===== src/rtl/vga_timing_scaler.sv =====
// VGA raster engine: programmable timing, integer pixel replication, incremental framebuffer
// addressing with a per-frame base, and sync/blank alignment to a READ_LATENCY pixel memory.
module vga_timing_scaler #(
  parameter int H_BACK       = 24,
  parameter int H_VISIBLE    = 320,
  parameter int H_FRONT      = 8,
  parameter int H_SYNC       = 48,
  parameter int V_BACK       = 35,
  parameter int V_VISIBLE    = 400,
  parameter int V_FRONT      = 12,
  parameter int V_SYNC       = 2,
  parameter int H_SCALE      = 1,
  parameter int V_SCALE      = 2,
  parameter int ADDR_W       = 16,
  parameter int COLOR_W      = 12,
  parameter int READ_LATENCY = 1,
  parameter bit H_SYNC_POL   = 1'b0,
  parameter bit V_SYNC_POL   = 1'b1
) (
  input  logic                 vga_clk,
  input  logic                 reset,
  input  logic [ADDR_W-1:0]    base_addr,
  output logic [ADDR_W-1:0]    read_addr,
  input  logic [COLOR_W-1:0]   read_data,
  output logic [COLOR_W/3-1:0] VGA_R,
  output logic [COLOR_W/3-1:0] VGA_G,
  output logic [COLOR_W/3-1:0] VGA_B,
  output logic                 VGA_HS,
  output logic                 VGA_VS,
  output logic                 frame_start,
  output logic                 in_vblank
);

  localparam int H_TOT = H_BACK + H_VISIBLE + H_FRONT + H_SYNC;
  localparam int V_TOT = V_BACK + V_VISIBLE + V_FRONT + V_SYNC;
  localparam int HW    = $clog2(H_TOT);
  localparam int VW    = $clog2(V_TOT);
  localparam int PIPE  = READ_LATENCY + 2;
  localparam int CW    = COLOR_W / 3;
  localparam int HSW   = (H_SCALE > 1) ? $clog2(H_SCALE) : 1;
  localparam int VSW   = (V_SCALE > 1) ? $clog2(V_SCALE) : 1;

  localparam logic [HW-1:0]     H_LAST     = HW'(H_TOT - 1);
  localparam logic [HW-1:0]     H_VIS_BEG  = HW'(H_BACK);
  localparam logic [HW-1:0]     H_VIS_END  = HW'(H_BACK + H_VISIBLE);
  localparam logic [HW-1:0]     H_SYNC_BEG = HW'(H_TOT - H_SYNC);
  localparam logic [HW-1:0]     H_ONE      = HW'(1);
  localparam logic [VW-1:0]     V_LAST     = VW'(V_TOT - 1);
  localparam logic [VW-1:0]     V_VIS_BEG  = VW'(V_BACK);
  localparam logic [VW-1:0]     V_VIS_END  = VW'(V_BACK + V_VISIBLE);
  localparam logic [VW-1:0]     V_SYNC_BEG = VW'(V_BACK + V_VISIBLE + V_FRONT);
  localparam logic [VW-1:0]     V_ONE      = VW'(1);
  localparam logic [ADDR_W-1:0] STRIDE     = ADDR_W'(H_VISIBLE / H_SCALE);
  localparam logic [ADDR_W-1:0] ADDR_ONE   = ADDR_W'(1);
  localparam logic [HSW-1:0]    HSUB_LAST  = HSW'(H_SCALE - 1);
  localparam logic [HSW-1:0]    HSUB_ONE   = HSW'(1);
  localparam logic [VSW-1:0]    VSUB_LAST  = VSW'(V_SCALE - 1);
  localparam logic [VSW-1:0]    VSUB_ONE   = VSW'(1);

  if (H_VISIBLE % H_SCALE != 0) begin : g_bad_hscale
    $error("H_SCALE must divide H_VISIBLE");
  end
  if (V_VISIBLE % V_SCALE != 0) begin : g_bad_vscale
    $error("V_SCALE must divide V_VISIBLE");
  end
  if (COLOR_W % 3 != 0) begin : g_bad_color
    $error("COLOR_W must be a multiple of 3");
  end
  if (READ_LATENCY < 1) begin : g_bad_latency
    $error("READ_LATENCY must be at least 1");
  end

  logic [HW-1:0]           h_q, h_d;
  logic [VW-1:0]           v_q, v_d;
  logic [HSW-1:0]          hsub_q, hsub_d;
  logic [VSW-1:0]          vsub_q, vsub_d;
  logic [ADDR_W-1:0]       read_addr_q, read_addr_d;
  logic [ADDR_W-1:0]       line_base_q, line_base_d;
  logic [ADDR_W-1:0]       base_latched_q, base_latched_d;
  logic [PIPE-1:0]         hs_sr_q, hs_sr_d;
  logic [PIPE-1:0]         vs_sr_q, vs_sr_d;
  logic [READ_LATENCY:0]   vis_sr_q, vis_sr_d;
  logic [COLOR_W-1:0]      rgb_q, rgb_d;
  logic                    frame_start_q, frame_start_d;
  logic                    in_vblank_q, in_vblank_d;
  logic                    h_vis, v_vis, vis, hs_level, vs_level;

  always_comb begin
    h_d = (h_q == H_LAST) ? '0 : h_q + H_ONE;
    v_d = v_q;
    if (h_q == H_LAST) begin
      v_d = (v_q == V_LAST) ? '0 : v_q + V_ONE;
    end
  end

  assign h_vis    = (h_q >= H_VIS_BEG) && (h_q < H_VIS_END);
  assign v_vis    = (v_q >= V_VIS_BEG) && (v_q < V_VIS_END);
  assign vis      = h_vis && v_vis;
  assign hs_level = (h_q >= H_SYNC_BEG) ? H_SYNC_POL : ~H_SYNC_POL;
  assign vs_level = (v_q >= V_SYNC_BEG) ? V_SYNC_POL : ~V_SYNC_POL;

  // Pixel address: reload from line_base at the first visible clock, then step every H_SCALE clocks.
  always_comb begin
    read_addr_d = read_addr_q;
    hsub_d      = hsub_q;
    if (vis) begin
      if (h_q == H_VIS_BEG) begin
        read_addr_d = line_base_q;
        hsub_d      = '0;
      end else if (hsub_q == HSUB_LAST) begin
        read_addr_d = read_addr_q + ADDR_ONE;
        hsub_d      = '0;
      end else begin
        hsub_d = hsub_q + HSUB_ONE;
      end
    end
  end

  // Row base: reloaded throughout line 0, advanced by one fb row after every V_SCALE-th visible line.
  always_comb begin
    line_base_d = line_base_q;
    vsub_d      = vsub_q;
    if (v_q == '0) begin
      line_base_d = base_latched_q;
      vsub_d      = '0;
    end else if (v_vis && (h_q == H_LAST)) begin
      if (vsub_q == VSUB_LAST) begin
        line_base_d = line_base_q + STRIDE;
        vsub_d      = '0;
      end else begin
        vsub_d = vsub_q + VSUB_ONE;
      end
    end
  end

  always_comb begin
    base_latched_d = frame_start_q ? base_addr : base_latched_q;
    frame_start_d  = (h_d == '0) && (v_d == '0);
    in_vblank_d    = !((v_d >= V_VIS_BEG) && (v_d < V_VIS_END));
    hs_sr_d        = {hs_sr_q[PIPE-2:0], hs_level};
    vs_sr_d        = {vs_sr_q[PIPE-2:0], vs_level};
    vis_sr_d       = {vis_sr_q[READ_LATENCY-1:0], vis};
    // vis_sr_q[READ_LATENCY] belongs to the pixel whose data is on read_data this cycle.
    rgb_d          = vis_sr_q[READ_LATENCY] ? read_data : '0;
  end

  always_ff @(posedge vga_clk or posedge reset) begin
    if (reset) begin
      h_q            <= '0;
      v_q            <= '0;
      hsub_q         <= '0;
      vsub_q         <= '0;
      read_addr_q    <= '0;
      line_base_q    <= '0;
      base_latched_q <= '0;
      hs_sr_q        <= {PIPE{~H_SYNC_POL}};
      vs_sr_q        <= {PIPE{~V_SYNC_POL}};
      vis_sr_q       <= '0;
      rgb_q          <= '0;
      frame_start_q  <= 1'b0;
      in_vblank_q    <= 1'b1;
    end else begin
      h_q            <= h_d;
      v_q            <= v_d;
      hsub_q         <= hsub_d;
      vsub_q         <= vsub_d;
      read_addr_q    <= read_addr_d;
      line_base_q    <= line_base_d;
      base_latched_q <= base_latched_d;
      hs_sr_q        <= hs_sr_d;
      vs_sr_q        <= vs_sr_d;
      vis_sr_q       <= vis_sr_d;
      rgb_q          <= rgb_d;
      frame_start_q  <= frame_start_d;
      in_vblank_q    <= in_vblank_d;
    end
  end

  assign read_addr   = read_addr_q;
  assign VGA_R       = rgb_q[CW-1:0];
  assign VGA_G       = rgb_q[2*CW-1:CW];
  assign VGA_B       = rgb_q[3*CW-1:2*CW];
  assign VGA_HS      = hs_sr_q[PIPE-1];
  assign VGA_VS      = vs_sr_q[PIPE-1];
  assign frame_start = frame_start_q;
  assign in_vblank   = in_vblank_q;

endmodule


===== config.mk =====
export PLATFORM = sky130hd
export DESIGN_NAME = vga_timing_scaler
export DESIGN_NICKNAME = d
export VERILOG_FILES = /design/src/rtl/vga_timing_scaler.sv
export SDC_FILE = /design/constraint.sdc
export NUM_CORES = 1
export LEC_CHECK = 0
export ABC_AREA = 1
export ABC_CLOCK_PERIOD_IN_PS = 3000
export BUFFER_PORTS_ARGS = -buffer_cell sky130_fd_sc_hd__buf_2
export CAP_MARGIN = 10
export CORE_ASPECT_RATIO = 0.7
export CORE_UTILIZATION = 35
export DETAILED_ROUTE_END_ITERATION = 7
export PLACE_DENSITY = 0.62
export SYNTH_ARGS = -nofsm -noshare
export SYNTH_HDL_FRONTEND = slang
export SYNTH_SLANG_ARGS = --single-unit

===== constraint.sdc =====
create_clock -name vga_clk -period 3 [get_ports vga_clk]
set_clock_uncertainty 0.1 [all_clocks]
set_input_delay 0.3 -clock vga_clk [delete_from_list [all_inputs] [get_ports vga_clk]]
set_output_delay 0.3 -clock vga_clk [all_outputs]
set_load 0.02 [all_outputs]

==> flow_summary.ini <==
[synth]
synth_nets = 614
syn_inst = 578
yosysSeqAreaShare_pct = 47.69
synthDistinctLibCells = 41
synth_area_sq_um = 4681
yosys_warnings = 0
synth_top_area_share_pct = 45.44
synthTopCellsByArea = dfrtp_1 (45%), nand2_1 (12%), inv_1 (7.0%), o21ai_0 (4.6%), nand3_1 (4.5%)
ys_ff_latch = 89
yosysTopAreaCell = dfrtp_1
syn_avg_cell_area_sq_um = 8.098

[route]
wl_per_cell_microns = 13.25
first_pass_iters = 5
drc = 0
drtIter0Drc = 296
dr_total_vias = 3878
via_per_inst = 4.823
drtAntennaViolNets = 0
routed_wl_microns = 10650

[timing]
post-route-period-util_pct = 68.33
tns_ps = 0
slew_viol_final = 0
max_freq_ghz = 0.4878
grt_setup_unrepaired = no
worstMarginPinSlew_ps = 877.9
finalSetupViolCount = 0
hold_viol = 0
fin_crit_ps = 2050
slew-limit-headroom_pct = 41.48

[die]
pin_count = 62
die-area_sq_um = 13850
fp.dieW_microns = 140.2
floorplan.initialDensity_pct = 36.80
rows = 34
die_y_microns = 98.76
core_area_sq_um = 12720

[grt]
met1_usage_pct = 26.38
use_met3_pct = 3.304
grt_use_met2_pct = 21.19
grt_max_degree = 59
grt-ovfl-total = 0
grt_pass1_vias = 3478
busiest_layer = met1
grt_pass1_wl_microns = 17660
grt_usage_pct = 16.39
antenna_found_initial = 0

[layout]
final_cells = 804
area_growth_pct = 15.64
fin_nets = 673
n_antenna_cell = 0
fillCellCount = 1272
utilization_pct = 42.55
drive_gt1_share_pct = 19.78

[cts]
clock-sinks = 89
ctsHoldBuffers = 1
path_clk_slew_ps = 70
root_buffer = clkbuf_16
clk_latency_ps = 350
numCtsBuffers = 9
post_cts_buffers = 0
htreeDepth = 3
cts_tree = done
clk_path_buf_depth = 2
ctsResizeCount = 0

[setup_path]
worstPathCellList = ha_1 > nand3_1 > nor2_2 > nand2_2 > nor2_1 > nand2_1 > nand3_2 > nand3_1 > nor2_2 > inv_1 > nor2_1
slowest_delay_ps = 410
crit_fanout = 11
required_ps = 3190
worstSetupPathType = register to register
arrival_ps = 2240
crit_family = simple AND/OR/NAND/NOR gates
setup.worst_path.start_class = register
slowest_stage = dfrtp_1
critPathCaptureType = register
path_buf_inv = 1

[power_and_ir_drop]
p_seq_share_pct = 50.6
comb_power_share_pct = 1.9
pwr_density_cell_nw_per_um2 = 437.8
vdd_drop_max_mv = 0.2764
power.internal_uw = 1804
switching_share_pct = 23.86
power_switching_uw = 565.4
p_leak_uw = 0.002867
clkPwrFrac_pct = 47.5

[status]
outcome = completed

[placed_design]
gp_congestion = 0.8520
numPortBuffers = 61
placed_cells = 787
place_hpwl_microns = 7834

[min_path]
hold_path_class = input pin to register

[run]
drv_cap = 0
[final cells by class]
cell class | count | area, sq um | area share (%)
tap | 162 | 202.7 | 3.745
inverter | 94 | 354.1 | 6.542
multi-input combinational | 379 | 1987 | 36.71
sequential | 89 | 2232 | 41.24
clock inverter | 7 | 68.82 | 1.271
timing repair buffer | 64 | 342.8 | 6.334
clock buffer | 9 | 225.2 | 4.161
[synthesized netlist by cell type, drive strengths merged]
cell	n
nand2	154
inv	93
dfrtp	85
o21ai	71
nand3	47
nor2	41
nand4	19
nor3	10
buf	9
o211ai	9
xor2	8
clkbuf	7
ha	6
dfstp	4
a21oi	3
nand3b	2
or2	2
xnor2	2
a211oi	1
and2	1
clkinv	1
mux2	1
o21bai	1
o22ai	1
[per-stage QoR]
stage	setup WS (ps)	total power (uW)	area [sq um]	hold slack, ps
2_1_floorplan	299.7	1240	4681	231.2
3_3_place_gp	1018	1269	5109	234.6
3_5_place_dp	978.3	1269	5109	235.5
4_1_cts	955.8	2403	5413	27.63
5_1_grt	757.5	2444	5413	51.14
6_report	950.0	2370	5413	34.73
[path summary, 6_finish.rpt]
check                                startpoint                     to  slack (ps)  cells past startpoint
min reg2reg                vs_sr_q[0]$_DFF_PP0_   vs_sr_q[1]$_DFF_PP0_         250                      0
min                                read_data[5]     rgb_q[5]$_DFF_PP0_          30                      3
min in group asynchronous                 reset   vs_sr_q[2]$_DFF_PP0_         430                      3
max                            h_q[0]$_DFF_PP0_  frame_start$_DFF_PP0_         950                     11
max in group asynchronous                 reset   hs_sr_q[2]$_DFF_PP1_        1630                      4
max reg2reg                    h_q[0]$_DFF_PP0_  frame_start$_DFF_PP0_         950                     11
[placed cells by master, fill, tap and decap left out, types with 8 or more instances in the layout]
cell and instances:
buf_2 61, clkbuf_16 9, dfrtp_1 85, inv_1 86, nand2_1 144, nand2_2 9, nand3_1 42, nand4_1 15
nor2_1 31, nor3_1 8, o211ai_1 8, o21ai_0 43, o21ai_1 27, xor2_1 8
[per-layer routing]
metal	vias up	part of all wire, %	routed length, microns
met4	0	1.6	170
met2	118	38	4095
li1	1973	-	-
met1	1763	54	5723
met5	-	0	0
met3	24	6.2	663
[cell families after synthesis]
| logic type | synth area share, % |
|---|---|
| AND/OR/NAND/NOR | 28.52 |
| adder cells (fa/ha/maj) | 1.604 |
| AO/OA/AOI/OAI | 10.21 |
| buffers and inverters | 9.863 |
| flip-flops | 47.69 |
| XOR/XNOR | 1.871 |
| multiplexers | 0.2406 |
[tightest hold or removal path, stage by stage]
cell and delay, ps:
buf_2 70, nand2_1 40, inv_1 40
[power groups by stage]
stage	sequential, uW	combinational (uW)	clock (uW)
after floorplan	1220	17.4	0
after global placement	1220	46.3	0
after detailed placement	1220	47.0	0
after CTS	1200	48.0	1160
after global routing	1200	52.6	1190
final	1200	45.4	1120
[state kept, by name, summed over array words and instances, names as in the netlist]
| register | cells |
|---|---|
| base_latched_q | 16 |
| line_base_q | 16 |
| read_addr | 16 |
| rgb_q | 12 |
| h_q | 9 |
| v_q | 9 |
| hs_sr_q | 3 |
| vs_sr_q | 3 |
| vis_sr_q | 2 |
| frame_start | 1 |
| in_vblank | 1 |
| vsub_q | 1 |
Power figures use the tool's default switching activity.
